$ cat src/rtl/spi_slave_top.sv
`default_nettype none
// ============================================================================
//  Module      : spi_slave_top
//  Description : SPI slave front-end with a MEM_DEPTH x 8 single-port RAM.
//                The master sends 10-bit frames {cmd[1:0], payload[7:0]},
//                MSB first, while SS_n is low:
//                  00 set write address   01 write data at write address
//                  10 set read address    11 read data, shifted out on MISO
//                Optional feature macro: RD_ADDR_AUTOINC_EN
//                  (read address post-increments after each completed read).
//  Revision    : 1.0 - initial release
// ============================================================================
module spi_slave_top #(
    parameter int MEM_DEPTH = 256,
    parameter int ADDR_SIZE = 8
) (
    input  logic clk,
    input  logic rst,
    input  logic MOSI,
    output logic MISO,
    input  logic SS_n
);

    typedef enum logic [1:0] {
        IDLE = 2'd0,
        RECV = 2'd1,
        EXEC = 2'd2,
        SEND = 2'd3
    } state_t;

    localparam logic [1:0] c_CMD_WADDR = 2'b00;
    localparam logic [1:0] c_CMD_WDATA = 2'b01;
    localparam logic [1:0] c_CMD_RADDR = 2'b10;
    localparam logic [3:0] c_RX_LAST   = 4'd9;   // index of the 10th frame bit
    localparam logic [3:0] c_TX_LAST   = 4'd7;   // index of the 8th read bit

    state_t                 r_state;
    state_t                 w_state_nxt;
    logic [3:0]             r_cnt;
    logic [3:0]             w_cnt_nxt;
    logic [9:0]             r_shift;
    logic [9:0]             w_shift_nxt;
    logic [ADDR_SIZE-1:0]   r_wr_addr;
    logic [ADDR_SIZE-1:0]   w_wr_addr_nxt;
    logic [ADDR_SIZE-1:0]   r_rd_addr;
    logic [ADDR_SIZE-1:0]   w_rd_addr_nxt;
    logic [7:0]             r_tx;
    logic [7:0]             w_tx_nxt;
    logic                   w_mem_we;
    logic [7:0]             r_mem [0:MEM_DEPTH-1];

    // Address field of the received frame (low ADDR_SIZE bits of the payload)
    logic [ADDR_SIZE-1:0]   w_payload_addr;
    assign w_payload_addr = r_shift[ADDR_SIZE-1:0];

    // MISO carries the tx MSB only while a read is being shifted out
    assign MISO = (r_state == SEND) ? r_tx[7] : 1'b0;

    // State and datapath registers
    always_ff @(posedge clk) begin
        if (rst) begin
            r_state   <= IDLE;
            r_cnt     <= 4'd0;
            r_shift   <= 10'd0;
            r_wr_addr <= '0;
            r_rd_addr <= '0;
            r_tx      <= 8'd0;
        end else begin
            r_state   <= w_state_nxt;
            r_cnt     <= w_cnt_nxt;
            r_shift   <= w_shift_nxt;
            r_wr_addr <= w_wr_addr_nxt;
            r_rd_addr <= w_rd_addr_nxt;
            r_tx      <= w_tx_nxt;
        end
    end

    // RAM write port; contents are intentionally not reset
    always_ff @(posedge clk) begin
        if (w_mem_we) begin
            r_mem[r_wr_addr] <= r_shift[7:0];
        end
    end

    // Next-state and datapath decode; SS_n high outside IDLE aborts with no side effects
    always_comb begin
        w_state_nxt   = r_state;
        w_cnt_nxt     = r_cnt;
        w_shift_nxt   = r_shift;
        w_wr_addr_nxt = r_wr_addr;
        w_rd_addr_nxt = r_rd_addr;
        w_tx_nxt      = r_tx;
        w_mem_we      = 1'b0;

        case (r_state)
            IDLE: begin
                // MOSI is not sampled here; the first frame bit arrives next edge
                if (!SS_n) begin
                    w_state_nxt = RECV;
                    w_cnt_nxt   = 4'd0;
                end
            end

            RECV: begin
                if (SS_n) begin
                    w_state_nxt = IDLE;
                end else begin
                    w_shift_nxt = {r_shift[8:0], MOSI};
                    w_cnt_nxt   = r_cnt + 4'd1;
                    if (r_cnt == c_RX_LAST) begin
                        w_state_nxt = EXEC;
                    end
                end
            end

            EXEC: begin
                w_state_nxt = IDLE;
                if (!SS_n) begin
                    case (r_shift[9:8])
                        c_CMD_WADDR: w_wr_addr_nxt = w_payload_addr;
                        c_CMD_WDATA: w_mem_we      = 1'b1;
                        c_CMD_RADDR: w_rd_addr_nxt = w_payload_addr;
                        default: begin
                            // Read: payload is a dummy byte
                            w_tx_nxt    = r_mem[r_rd_addr];
                            w_cnt_nxt   = 4'd0;
                            w_state_nxt = SEND;
                        end
                    endcase
                end
            end

            SEND: begin
                if (SS_n) begin
                    w_state_nxt = IDLE;
                end else begin
                    w_tx_nxt  = {r_tx[6:0], 1'b0};
                    w_cnt_nxt = r_cnt + 4'd1;
                    if (r_cnt == c_TX_LAST) begin
                        w_state_nxt = IDLE;
`ifdef RD_ADDR_AUTOINC_EN
                        // Completed read: advance for streaming, wrapping at MEM_DEPTH
                        if (r_rd_addr == ADDR_SIZE'(MEM_DEPTH - 1)) begin
                            w_rd_addr_nxt = '0;
                        end else begin
                            w_rd_addr_nxt = r_rd_addr + ADDR_SIZE'(1);
                        end
`else
                        w_rd_addr_nxt = r_rd_addr;
`endif
                    end
                end
            end

            default: begin
                w_state_nxt = IDLE;
            end
        endcase
    end

endmodule
`default_nettype wire

$ cat config.mk
export PLATFORM = sky130hd
export DESIGN_NAME = spi_slave_top
export DESIGN_NICKNAME = d
export VERILOG_FILES = /design/src/rtl/spi_slave_top.sv
export SDC_FILE = /design/constraint.sdc
export NUM_CORES = 2
export LEC_CHECK = 0
export BUFFER_PORTS_ARGS = -buffer_cell sky130_fd_sc_hd__buf_2
export CAP_MARGIN = 20
export CORE_MARGIN = 8
export CORE_UTILIZATION = 40
export DETAILED_ROUTE_END_ITERATION = 7
export PLACE_DENSITY = 0.55
export SLEW_MARGIN = 20
export SYNTH_ARGS = -nofsm -noshare
export SYNTH_HDL_FRONTEND = slang
export SYNTH_SLANG_ARGS = --single-unit
$ cat constraint.sdc
create_clock -name clk -period 3.9 [get_ports clk]
set_input_delay 0.195 -clock clk [delete_from_list [all_inputs] [get_ports clk]]
set_output_delay 0.195 -clock clk [all_outputs]
set_load 0.02 [all_outputs]
==> results.cfg <==
[finish]
mostFrequentLayoutCells = 2048 x edfxtp_1, 453 x mux4_2, 404 x buf_4
nets = 4475
final_area_um2 = 94560
synthToLayoutAreaGrowth_pct = 15.72
final_common_cell = edfxtp_1
multi_input_area_um2 = 17850
fillers = 16960
seq_area_um2 = 62510
drive_above_1_share_pct = 27.33

[synthesis]
netlist_instances = 4027
synth-main-ff-cell = edfxtp_1
ys_types = 68
syn_area_um2 = 81720
synth_top_cell_by_area = edfxtp_1
synth_xor_area_share_pct = 0
yosys.area_share.simple_pct = 3.511
syn_nets = 4033
synth_compound_area_share_pct = 2.803
yosys-top-cells-area = edfxtp_1 75%, mux4_2 12%, mux2i_1 2.5%, nor2_1 1.6%, dfxtp_1 1.2%
postSynthAreaPerCell_um2 = 20.29
ys_ff_latch = 2096
synthMuxAreaShare_pct = 15.41
yosysSeqAreaShare_pct = 76.43
synth-edff-count = 2048
yosys_warnings = 0
synth_top_family_by_area = multiplexers
netlist.area_leader.share_pct = 75.26
synthAdderAreaFrac_pct = 0.03062
async_flop_share_pct = 0

[cts]
max-clock-path-buffers = 3
cts_sinks = 2096
post-cts-setup-buffers = 0
clkTransAtPathRegs_ps = 70
clock_latency_ps = 870
cts_tree = done
h-tree-depth = 4
cts_buffers = 212
root_buffer = clkbuf_16

[timing]
post-route-period-util_pct = 95.91
fin_skew_ps = 62.19
fin_tns_setup_ps = 0
slew_headroom_pct = 20.51
holdWs_ps = 372.0
max_slew.worst_pin.slew_ps = 1177
drv_slew = 0
fin_crit_ps = 3740
rsz0062_at_grt = false
finalSetupViolCount = 0
hold_violations = 0
timing.fmax_mhz = 267.4

[run]
maxCapViolCount = 0

[route]
vias_per_cell = 5.784
wire_per_inst_um = 31.53
ant_nets = 0
route.detailed.drc = 0
first_pass_iters = 6
vias = 42370
first_iter_violations = 5624
wl_um = 231000

[grt]
grt_first_pass_wirelength_um = 327200
grt_pass1_vias = 42210
antenna_found_initial = 6
grt_max_degree = 147
overflow = 0
grt_use_total_pct = 20.84

[worst_hold_path]
hold_class = input port to flop
hold_depth = 3

[critical_path]
critPathCaptureType = flop
path_max_fanout = 21
crit_arrival_ps = 4510
cp-start-kind = flop
critPathKind = flop to flop
reg2reg_depth = 10
required_ps = 4670

[pwr]
power.total_uw = 44110
power_density_nw_per_um2 = 466.5
ir_drop_mv = 0.4826
leakage_uw = 0.03022

[placed_design]
place_area_um2 = 87820
dp_hpwl_um = 147000
port_buffers = 4
place_congestion = 0.8717

[floorplanning]
io_pins = 5
die_y_um = 468.0
die_w_um = 468.0
start_util_pct = 40.11
fp-row-count = 166
core_um2 = 203800
dieArea_um2 = 219000

[outcome]
status = finished clean
worst max-delay path: stages (launching register included):
cell	delay, ps
dfxtp_4	780
buf_12	270
buf_12	210
mux4_2	500
mux4_2	560
nand2_1	110
o21ai_1	90
o41ai_2	610
buf_4	220
a31oi_1	50
o21a_1	190
synthesized netlist by cell type (4+ instances only):
cell       count
nand2b_1       9
a211oi_1      26
mux4_1         6
buf_4         24
buf_6         46
clkbuf_1      87
nand2_1      171
mux4_2       453
a22oi_1       24
or3_1          5
nand3_1       46
o22ai_1       48
and3_1        10
a22o_1         5
mux2_2        16
nor2_1       341
nor2b_1       14
a221oi_1      17
nor4_1         9
and2_1        11
o21ai_0       39
dfxtp_1       48
inv_1          8
buf_2         52
nor3_1        39
a2111oi_0      8
edfxtp_1    2048
mux2i_1      205
o31a_1         5
buf_1         21
o211ai_1       5
nand4_1        4
a21oi_1       55
a211o_1        5
o221ai_1      41
a21o_1         4
a31oi_1       13
a311oi_1       7
a32oi_1        5
report_power, final:
part	internal (uW)	total (uW)	switching (uW)
registers	24400	24400	12.5
logic	13.2	58.5	45.3
clock network	11000	19700	8700
metrics by stage:
step                instances  utilization (%)  setup slack [ps]
detailed placement       6939            43.10            -62.87
finish                   7326            46.41             159.6
global placement         6938            43.09            -236.5
global route             7324            46.41             84.51
floorplan                4027                -              1380
CTS                      7324            46.41             212.6
repair_timing:
action | CTS | global route
setup endpoints to repair | 1 | 0
hold buffers | 4 | 0
gates resized for setup | 1 | 0
endpoints found under the hold margin | 28 | 0
cell type report:
cell class	count	share of cell area [%]
clock inverters	131	1.306
repair buffers	463	4.340
inverters	11	0.04896
clock buffers	250	5.761
multi-input cells	1685	18.88
well taps	2688	3.557
flip-flops and latches	2096	66.10
diodes	2	0.005293
final timing paths:
path	startpoint	end	slack, ps
min	rst	r_wr_addr[2]	370
max reg2reg	flop	r_tx[2]	160
min reg2reg	r_rd_addr[4]	flop	500
max	flop	r_tx[2]	160
state kept, by name, summed over array words and instances, names as in the netlist, named ones only:
name,cells
r_mem,2048
r_shift,10
r_rd_addr,8
r_tx,8
r_wr_addr,8
r_cnt,4
r_state,2
cell families (layout without fill, tap and decap cells):
group | after synthesis | in the layout
flops | 2096 | 2096
mux | 680 | 680
simple gates | 675 | 675
compound gates | 328 | 328
buf+inv | 246 | 855
fa+ha+maj | 2 | 2
other cells | 0 | 2
metal layers:
metal | vias up | share of wire (%) | GRT usage, %
li1 | 17510 | - | -
met2 | 1869 | 46 | 32.19
met4 | 2 | 3.1 | 6.376
met5 | - | 0.0030 | 0
met1 | 22640 | 42 | 29.81
met3 | 359 | 8.3 | 4.540
(Power assumes the default switching activity.)
